### config.mk
export PLATFORM = sky130hd
export DESIGN_NAME = soc_selftest_monitor
export DESIGN_NICKNAME = d
export VERILOG_FILES = /design/src/rtl/soc_selftest_monitor.sv
export SDC_FILE = /design/constraint.sdc
export NUM_CORES = 1
export LEC_CHECK = 0
export ABC_AREA = 1
export BUFFER_PORTS_ARGS = -buffer_cell sky130_fd_sc_hd__buf_2
export CAP_MARGIN = 40
export CORE_ASPECT_RATIO = 1.75
export CORE_MARGIN = 4
export CORE_UTILIZATION = 48
export CTS_CLUSTER_SIZE = 14
export DETAILED_ROUTE_END_ITERATION = 10
export GPL_TIMING_DRIVEN = 0
export PLACE_DENSITY = 0.93
export SLEW_MARGIN = 10
export SYNTH_ARGS = -nofsm -noshare
export SYNTH_HDL_FRONTEND = slang
export SYNTH_SLANG_ARGS = --single-unit
### constraint.sdc
create_clock -name clk -period 4.9 [get_ports clk]
set_clock_uncertainty 0.2 [all_clocks]
set_input_delay 0.735 -clock clk [delete_from_list [all_inputs] [get_ports clk]]
set_output_delay 0.735 -clock clk [all_outputs]
set_load 0.01 [all_outputs]
### src/rtl/soc_selftest_monitor.sv
`default_nettype none
// ============================================================================
// Module   : soc_selftest_monitor
// Purpose  : On-chip self-test monitor. Scans N_CHK CPU registers through the
//            debug read port and compares each against an expected value. A
//            channel is met after STABLE_CNT consecutive matching samples.
//            A sticky pass is raised when every channel is met, or a sticky
//            fail (with the lowest unmet channel index) when the scan window
//            of 2^TIMEOUT_W cycles expires.
// Ports    : clk       - clock, all state on rising edge
//            rst_n     - asynchronous active-low reset
//            enable    - start/hold; low returns the block to IDLE
//            chk_addr  - packed per-channel register addresses
//            chk_value - packed per-channel expected values
//            reg_addr  - debug read address for the channel being sampled
//            reg_data  - debug read data (combinational from reg_addr)
//            busy      - high while scanning
//            pass      - sticky pass
//            fail      - sticky fail
//            fail_idx  - lowest unmet channel at timeout, 0 otherwise
//            met       - per-channel met mask
// Revision : 1.0 - initial release
// ============================================================================
module soc_selftest_monitor #(
    parameter int DATA_W     = 32,
    parameter int ADDR_W     = 5,
    parameter int N_CHK      = 2,
    parameter int TIMEOUT_W  = 8,
    parameter int STABLE_CNT = 2,
    localparam int IDX_W     = (N_CHK > 1) ? $clog2(N_CHK) : 1
) (
    input  logic                    clk,
    input  logic                    rst_n,
    input  logic                    enable,
    input  logic [N_CHK*ADDR_W-1:0] chk_addr,
    input  logic [N_CHK*DATA_W-1:0] chk_value,
    output logic [ADDR_W-1:0]       reg_addr,
    input  logic [DATA_W-1:0]       reg_data,
    output logic                    busy,
    output logic                    pass,
    output logic                    fail,
    output logic [IDX_W-1:0]        fail_idx,
    output logic [N_CHK-1:0]        met
);

    localparam int c_STB_W = (STABLE_CNT > 1) ? $clog2(STABLE_CNT) : 1;

    localparam logic [1:0] S_IDLE = 2'd0;
    localparam logic [1:0] S_SCAN = 2'd1;
    localparam logic [1:0] S_PASS = 2'd2;
    localparam logic [1:0] S_FAIL = 2'd3;

    logic [1:0]           r_state,    w_state_nxt;
    logic [IDX_W-1:0]     r_idx,      w_idx_nxt;
    logic [c_STB_W-1:0]   r_stable,   w_stable_nxt;
    logic [TIMEOUT_W-1:0] r_timer,    w_timer_nxt;
    logic [N_CHK-1:0]     r_met,      w_met_nxt;
    logic [IDX_W-1:0]     r_fail_idx, w_fail_idx_nxt;

    logic [DATA_W-1:0]    w_exp;
    logic                 w_match;
    logic                 w_last_sample;
    logic [N_CHK-1:0]     w_met_upd;
    logic [N_CHK-1:0]     w_skip_mask;
    logic [IDX_W-1:0]     w_rr_idx;
    logic                 w_rr_found;
    logic [IDX_W-1:0]     w_lowest_unmet;

    assign reg_addr      = chk_addr[r_idx*ADDR_W +: ADDR_W];
    assign w_exp         = chk_value[r_idx*DATA_W +: DATA_W];
    assign w_match       = (reg_data == w_exp);
    assign w_last_sample = (r_stable == c_STB_W'(STABLE_CNT - 1));

    // Met mask as it will be after this cycle if the current sample completes
    // the channel.
    assign w_met_upd   = (w_match && w_last_sample) ? (r_met | (N_CHK'(1) << r_idx)) : r_met;
    // Channels to skip when rotating. On a mismatch the current channel is
    // still unmet, so it is found last (offset N_CHK) and idx stays put when
    // it is the only unmet channel.
    assign w_skip_mask = w_met_upd;

    // Round-robin search for the next unmet channel after r_idx.
    always_comb begin
        int j;
        j          = 0;
        w_rr_idx   = r_idx;
        w_rr_found = 1'b0;
        for (int k = 1; k <= N_CHK; k++) begin
            j = int'(r_idx) + k;
            if (j >= N_CHK) j = j - N_CHK;
            if (!w_rr_found && !w_skip_mask[IDX_W'(j)]) begin
                w_rr_found = 1'b1;
                w_rr_idx   = IDX_W'(j);
            end
        end
    end

    // Lowest unmet channel, reported on timeout.
    always_comb begin
        w_lowest_unmet = '0;
        for (int i = N_CHK - 1; i >= 0; i--) begin
            if (!w_met_upd[i]) w_lowest_unmet = IDX_W'(i);
        end
    end

    always_comb begin
        w_state_nxt    = r_state;
        w_idx_nxt      = r_idx;
        w_stable_nxt   = r_stable;
        w_timer_nxt    = r_timer;
        w_met_nxt      = r_met;
        w_fail_idx_nxt = r_fail_idx;

        if (!enable) begin
            w_state_nxt    = S_IDLE;
            w_idx_nxt      = '0;
            w_stable_nxt   = '0;
            w_timer_nxt    = '0;
            w_met_nxt      = '0;
            w_fail_idx_nxt = '0;
        end else begin
            case (r_state)
                S_IDLE: begin
                    w_state_nxt = S_SCAN;
                end
                S_SCAN: begin
                    w_timer_nxt = r_timer + 1'b1;
                    w_met_nxt   = w_met_upd;
                    if (w_match && !w_last_sample) begin
                        w_stable_nxt = r_stable + 1'b1;
                    end else begin
                        w_stable_nxt = '0;
                        w_idx_nxt    = w_rr_idx;
                    end
                    // Completion takes priority over a coincident timeout.
                    if (&w_met_upd) begin
                        w_state_nxt = S_PASS;
                        w_idx_nxt   = r_idx;
                    end else if (&r_timer) begin
                        w_state_nxt    = S_FAIL;
                        w_fail_idx_nxt = w_lowest_unmet;
                        w_idx_nxt      = r_idx;
                    end
                end
                default: begin
                    // PASS/FAIL hold everything until enable drops.
                end
            endcase
        end
    end

    always_ff @(posedge clk or negedge rst_n) begin
        if (!rst_n) begin
            r_state    <= S_IDLE;
            r_idx      <= '0;
            r_stable   <= '0;
            r_timer    <= '0;
            r_met      <= '0;
            r_fail_idx <= '0;
        end else begin
            r_state    <= w_state_nxt;
            r_idx      <= w_idx_nxt;
            r_stable   <= w_stable_nxt;
            r_timer    <= w_timer_nxt;
            r_met      <= w_met_nxt;
            r_fail_idx <= w_fail_idx_nxt;
        end
    end

    assign busy     = (r_state == S_SCAN);
    assign pass     = (r_state == S_PASS);
    assign fail     = (r_state == S_FAIL);
    assign fail_idx = r_fail_idx;
    assign met      = r_met;

endmodule
`default_nettype wire

==> flow_summary_export.csv, run 1 <==
group,metric,value,unit
status,run_status,"finished, final reports clean",
detailed_routing,wl,6.492,mm
detailed_routing,dr_total_vias,2787,
yosys,synth_simple_gate_area_share,61.03,%
detailed_routing,routed_via_density,4.889,
clocking,cts_max_path_buffers,2,
power,total_leakage_power,1.829,nW
global_route,number_of_global_route_vias_before_repair,2662,
floorplan,core-area,0.004111,sq mm
floorplan,die_height,94.15,microns
clocking,postCtsSetupBuffers,0,
final_layout,antenna-diode-count,0,
power,power-per-cell-area,169.8,mW/mm^2
yosys,post_synth_fa_ha_maj_area_fraction,0.6146,%
sta,drv_slew,0,
sta,timing.final.crit_period,2314,ps
setup_path,worst_setup_path_end_kind,"output port",
detailed_routing,initialDrtViolationCount,224,
place,place_congestion,0.8700,
detailed_routing,avgRoutedWirePerCell,11.39,microns
sta,report.final.setup_viol,0,
sta,final.period_utilization,47.22,%
yosys,syn_area_per_cell,5.115,sq um
run,maxCapViolCount,0,
global_route,grt-ovfl-total,0,
clocking,cts.sink_count,15,
global_route,grt_pass1_wl,10.31,mm
power,power.ir.vdd_worst,192.0,uV
yosys,area_contributors_post_synth,"nand2_1 (40%), dfrtp_1 (18%), inv_1 (11%)",
clocking,cts_tree,"yes",
detailed_routing,drtAntennaViolNets,0,
final_layout,post_route_cells_drive_above_1_share,27.26,%
yosys,synth_compound_gate_area_share,3.934,%
yosys,syn_nets,508,
floorplan,dieArea,0.005388,sq mm
floorplan,initial_utilization,49.51,%
yosys,yosysTopAreaCell,"nand2_1",
place,io_buffers,119,
clocking,cts_root_buf,"clkbuf_8",
final_layout,final_cell_mix,"nand2_1 (215), buf_2 (120), inv_1 (60)",
yosys,synth_area,0.002036,sq mm
yosys,yosys.cell_types.count,21,
clocking,insertion_delay,250,ps
setup_path,data_arrival_critical_path,1380,ps
global_route,antenna_found_initial,0,
place,place.detailed.hpwl,5.419,mm
yosys,muxShareOfSynthArea,0,%
setup_path,critical_path.max_fanout,8,
yosys,yosysSeqAreaShare,18.44,%
yosys,combinational_family_with_the_most_area_after_synthesis,"simple AND/OR/NAND/NOR gates",
floorplan,width_of_the_die,57.23,microns
global_route,grt_start_max_net_pins,16,
yosys,synthesis.instances,398,
detailed_routing,drt_first_pass_iters,4,
sta,hold_violations,0,
yosys,synth_seq_cells,15,
clocking,path_clk_slew,60,ps
sta,tns,0,ps
sta,unrepaired_setup_endpoints_after_global_routing,"no",
yosys,synth_warnings,0,
yosys,post_synth_xor_area_fraction,0,%
final_layout,most_common_library_cell_in_the_layout_ignoring_fill_and_taps,"nand2_1",
global_route,groute.usage.overall,23.50,%
yosys,synth_top_cell_area_share,39.64,%
final_layout,synthToLayoutAreaGrowth,34.54,%
clocking,cts_htree_levels,1,
min_path,hold_path.class,"in2async",
setup_path,setup.reg_to_reg.worst_slack,2700,ps
sta,f_max,0.4322,GHz
setup_path,critical_path.startpoint_type,"register",
setup_path,worst_r2r_startpoint,"r_idx",
final_layout,final_area,0.002739,sq mm
clocking,cts-buffers-inserted,3,
floorplan,row_count,31,
setup_path,crit_reg_reg_endpoint,"r_state[1]",
place,dpl-instance-area,0.002693,sq mm
clocking,holdBufCountCts,0,
setup_path,reg2regPathDepth,17,
floorplan,top_level_ports,120,
setup_path,criticalPathCategory,"reg2out",
sta,max_slew.worst_pin.slew,444.7,ps
detailed_routing,drc,0,
sta,timing.max_slew.rel_slack,70.35,%
clocking,number_of_gates_resized_after_cts,0,
final_layout,layout_nets,632,
setup_path,cp.required,3960,ps
==> metal layers <==
layer / vias to the layer above / GRT usage [%] / share of wire, %
li1: 1446 / - / -
met1: 1211 / 22.58 / 37
met2: 111 / 46.85 / 54
met3: 19 / 4.402 / 7.2
met4: 0 / 9.284 / 2.7
met5: - / 0 / 0
==> cell families (layout without fill, tap and decap cells) <==
family / after synthesis / count (layout)
simple gates: 295 / 295
buf+inv: 72 / 195
compound gates: 15 / 15
flops: 15 / 15
fa+ha+maj: 1 / 1
==> worst max path at each step <==
stage / start / to / slack [ps] / depth (start not counted)
after floorplan: chk_value[37] / r_idx / 2920 / 14
after global placement: chk_value[59] / r_state[1] / 2650 / 16
after detailed placement: chk_value[49] / r_idx / 2610 / 15
after CTS: r_state[1] / busy / 2620 / 4
after global routing: r_state[1] / busy / 2500 / 4
final: r_state[1] / busy / 2590 / 4
==> synth_stat cells <==
master,instances
nand3b_1,15
nand4_1,5
nand2_1,215
buf_4,3
inv_6,1
nor2_4,2
o21a_1,1
o21ai_0,7
nor2_1,24
buf_2,1
dfrtp_1,15
a211oi_1,1
clkbuf_1,1
a21oi_1,6
nor3_1,1
nand2_2,7
clkinv_1,1
ha_1,1
buf_6,5
nand3_1,26
inv_1,60
==> metrics by stage <==
| step | hold slack, ps | worst slack [ps] | util (%) | power, mW | cells |
|---|---|---|---|---|---|
| 6_report | 179.0 | 2586 | 66.62 | 0.4650 | 570 |
| 3_5_place_dp | 275.6 | 2609 | 65.49 | 0.3645 | 566 |
| 3_3_place_gp | 260.2 | 2650 | 65.49 | 0.3557 | 566 |
| 4_1_cts | 184.2 | 2617 | 66.62 | 0.4664 | 570 |
| 2_1_floorplan | 234.1 | 2916 | - | 0.2811 | 398 |
| 5_1_grt | 194.3 | 2504 | 66.62 | 0.5047 | 570 |
==> sequential cells by signal, summed over array words and instances (netlist names) <==
| name | cells |
|---|---|
| fail_idx | 1 |
| r_timer | 8 |
| met | 2 |
| r_stable | 1 |
| r_idx | 1 |
| r_state | 2 |
==> final cells by class <==
type                    count  area [sq um]
well taps                  49         61.31
multi-input cells         311          1335
fillers                   407          1373
clock inverters             1         5.005
inverters                  62         237.7
flip-flops and latches     15         375.4
clock buffers               3         41.29
plain buffers              10         87.58
repair buffers            119         595.6
==> power by group <==
group / total (mW) / internal, mW / switching (mW) / leakage (nW)
sequential: 0.129 / 0.127 / 0.00224 / 0.204
combinational: 0.234 / 0.102 / 0.133 / 1.60
clock: 0.101 / 0.0564 / 0.0449 / 0.0255
==> worst max-delay path, stage by stage, from the launching register on <==
cell	delay, ps
dfrtp_1	370
inv_1	70
nand2_1	200
clkinv_1	280
buf_2	220
(Power assumes the default switching activity.)
==> run 2, diff against run 1 <==
- CORE_UTILIZATION: 48 -> 40
- PLACE_DENSITY: 0.93 -> 0.83
- clock period: 4.9 -> 2.07 ns (I/O delays scaled with it)
==> run 2 against run 1 <==
The flow now finishes with violations (negative setup slack); critical path depth up 14; die area grew 18%; clock power up 130%; sequential cell count did not move; design area rose by 4.5%; worst hold slack improved by 24 ps; critical path type is now reg2reg.
==> flow_summary_export.csv, run 2 (synthesis results as in run 1) <==
group,metric,value,unit
status,run_status,"finished, violations left",
status,failed_checks,"negative setup slack",
power,total_leakage_power,1.878,nW
detailed_routing,dr_total_vias,2767,
setup_path,worst_path_most_repeated_cell,"nand2_1",
clocking,cts_htree_levels,1,
final_layout,final_area,0.002861,sq mm
floorplan,initial_utilization,41.25,%
clocking,cts_max_path_buffers,2,
detailed_routing,initialDrtViolationCount,114,
setup_path,worst_setup_path_end_kind,"register",
final_layout,largest_register_ff_count,8,
final_layout,most_common_library_cell_in_the_layout_ignoring_fill_and_taps,"nand2_1",
setup_path,cells_along_the_critical_path,"buf_6 > inv_8 > buf_8 > buf_8 > nand2_2 > nand2_1 > nand2_1 > nand2_1 > inv_1 > nand2_1 > nor2_1 > nand2_1 > nor2_4 > nand4_1 > nand2_2 > nand2_2 > nand3_1 > nand2_1",
setup_path,cp.required,2010,ps
setup_path,worst_r2r_startpoint,"r_idx",
sta,hold_violations,0,
clocking,insertion_delay,250,ps
sta,timing.max_slew.rel_slack,70.51,%
final_layout,layout_nets,639,
sta,report.final.setup_viol,6,
power,power-per-cell-area,399.7,mW/mm^2
setup_path,crit_reg_reg_endpoint,"r_idx",
global_route,number_of_global_route_vias_before_repair,2460,
power,power.ir.vdd_worst,521.9,uV
clocking,cts_root_buf,"clkbuf_8",
floorplan,core-area,0.004935,sq mm
clocking,cts.sink_count,15,
global_route,grt_pass1_wl,9.425,mm
global_route,grt_start_max_net_pins,16,
sta,timing.final.crit_period,2242,ps
global_route,antenna_found_initial,0,
floorplan,top_level_ports,120,
detailed_routing,drt_first_pass_iters,4,
detailed_routing,routed_via_density,4.754,
clocking,cts_tree,"yes",
clocking,path_clk_slew,60,ps
floorplan,row_count,34,
sta,unrepaired_setup_endpoints_after_global_routing,"yes",
final_layout,final_cell_mix,"nand2_1 (208), buf_2 (120), inv_1 (60)",
min_path,worstHoldPathCells,3,
final_layout,synthToLayoutAreaGrowth,40.57,%
setup_path,data_arrival_critical_path,2190,ps
detailed_routing,drc,0,
place,place.detailed.hpwl,5.300,mm
final_layout,antenna-diode-count,0,
global_route,groute.usage.overall,18.91,%
setup_path,reg2regPathDepth,18,
setup_path,critical_path.startpoint_type,"register",
sta,drv_slew,0,
clocking,cts-buffers-inserted,3,
place,io_buffers,119,
sta,final_critical_path_setup_slack,-171.9,ps
floorplan,die_height,102.4,microns
setup_path,slowest_stage_delay_cp,340,ps
place,place_congestion,0.8892,
final_layout,multi_input_area,0.001373,sq mm
setup_path,slowest_stage_cell_cp,"dfrtp_1",
floorplan,dieArea,0.006339,sq mm
detailed_routing,avgRoutedWirePerCell,10.98,microns
floorplan,width_of_the_die,61.93,microns
min_path,hold_path.class,"in2reg",
min_path,hold_critical_path_endpoint,"r_timer[1]",
setup_path,setup.reg_to_reg.worst_slack,-170,ps
sta,tns,-848.3,ps
detailed_routing,drtAntennaViolNets,0,
setup_path,critical_path.max_fanout,7,
final_layout,nFillCells,497,
global_route,grt-ovfl-total,0,
sta,f_max,0.4461,GHz
final_layout,post_route_cells_drive_above_1_share,29.73,%
sta,final.period_utilization,108.3,%
min_path,hold_path_startpoint,"enable",
run,maxCapViolCount,0,
place,dpl-instance-area,0.002699,sq mm
final_layout,top_register,"r_timer",
sta,max_slew.worst_pin.slew,442.3,ps
detailed_routing,wl,6.390,mm
setup_path,criticalPathCategory,"reg2reg",
final_layout,register_area,375.4,sq um
==> run 2: cell types whose count changed in the layout (fill, tap and decap cells not counted), moves of 4 or more <==
cell	before	now
nand2_1	215	208
nand2_2	7	12
buf_4	3	7
buf_8	0	4
==> run 2: layout make-up <==
cell class | instances | area share (%)
repair buffers | 126 | 23.00
flip-flops and latches | 15 | 13.12
inverters | 62 | 8.395
clock buffers | 4 | 1.574
plain buffers | 10 | 3.585
multi-input cells | 311 | 47.97
well taps | 54 | 2.361
==> run 2: how the worst max path moves through the flow <==
stage | from | endpoint | cells after the start
after floorplan | r_idx | r_idx | 16
after global placement | r_idx | r_state[1] | 17
after detailed placement | r_idx | r_state[1] | 17
after CTS | r_idx | r_state[1] | 17
after global routing | r_idx | r_state[1] | 19
final | r_idx | r_idx | 18
==> run 2: worst max-delay path: cells and delay by family (launching register included) <==
family	cells	cell delay, ps
buf+inv	5	490
flops	1	340
simple gates	13	1100
==> run 2: what timing repair did <==
item / in CTS / in global routing
resized for setup: 8 / 13
hold buffers: 1 / 0
endpoints found under the setup margin: 6 / 7
buffers inserted: 0 / 6
hold endpoints to repair: 15 / 0
pin swaps: 4 / 14
==> run 2: through the flow <==
step / utilization [%] / hold slack (ps) / std cells / total power, mW / setup slack [ps]
floorplan: - / -185.1 / 398 / 0.6654 / 176.6
global placement: 54.69 / 28.19 / 571 / 0.8486 / -35.73
detailed placement: 54.69 / 34.83 / 571 / 0.8642 / -73.00
CTS: 56.29 / 195.3 / 576 / 1.119 / -68.57
global route: 57.99 / 211.9 / 582 / 1.243 / -347.6
finish: 57.99 / 203.0 / 582 / 1.144 / -171.9
==> run 2: report_power, final <==
part           switching, mW  internal [mW]  total [mW]
Clock                 0.0986          0.136       0.235
Combinational          0.328          0.274       0.602
Sequential           0.00515          0.301       0.306
Total                  0.432          0.712        1.14
==> run 2: routing by layer <==
metal	GRT usage [%]	share of wire [%]
met5	0	0
met4	7.516	2.5
met3	2.528	8.9
met2	38.26	54
met1	17.42	35
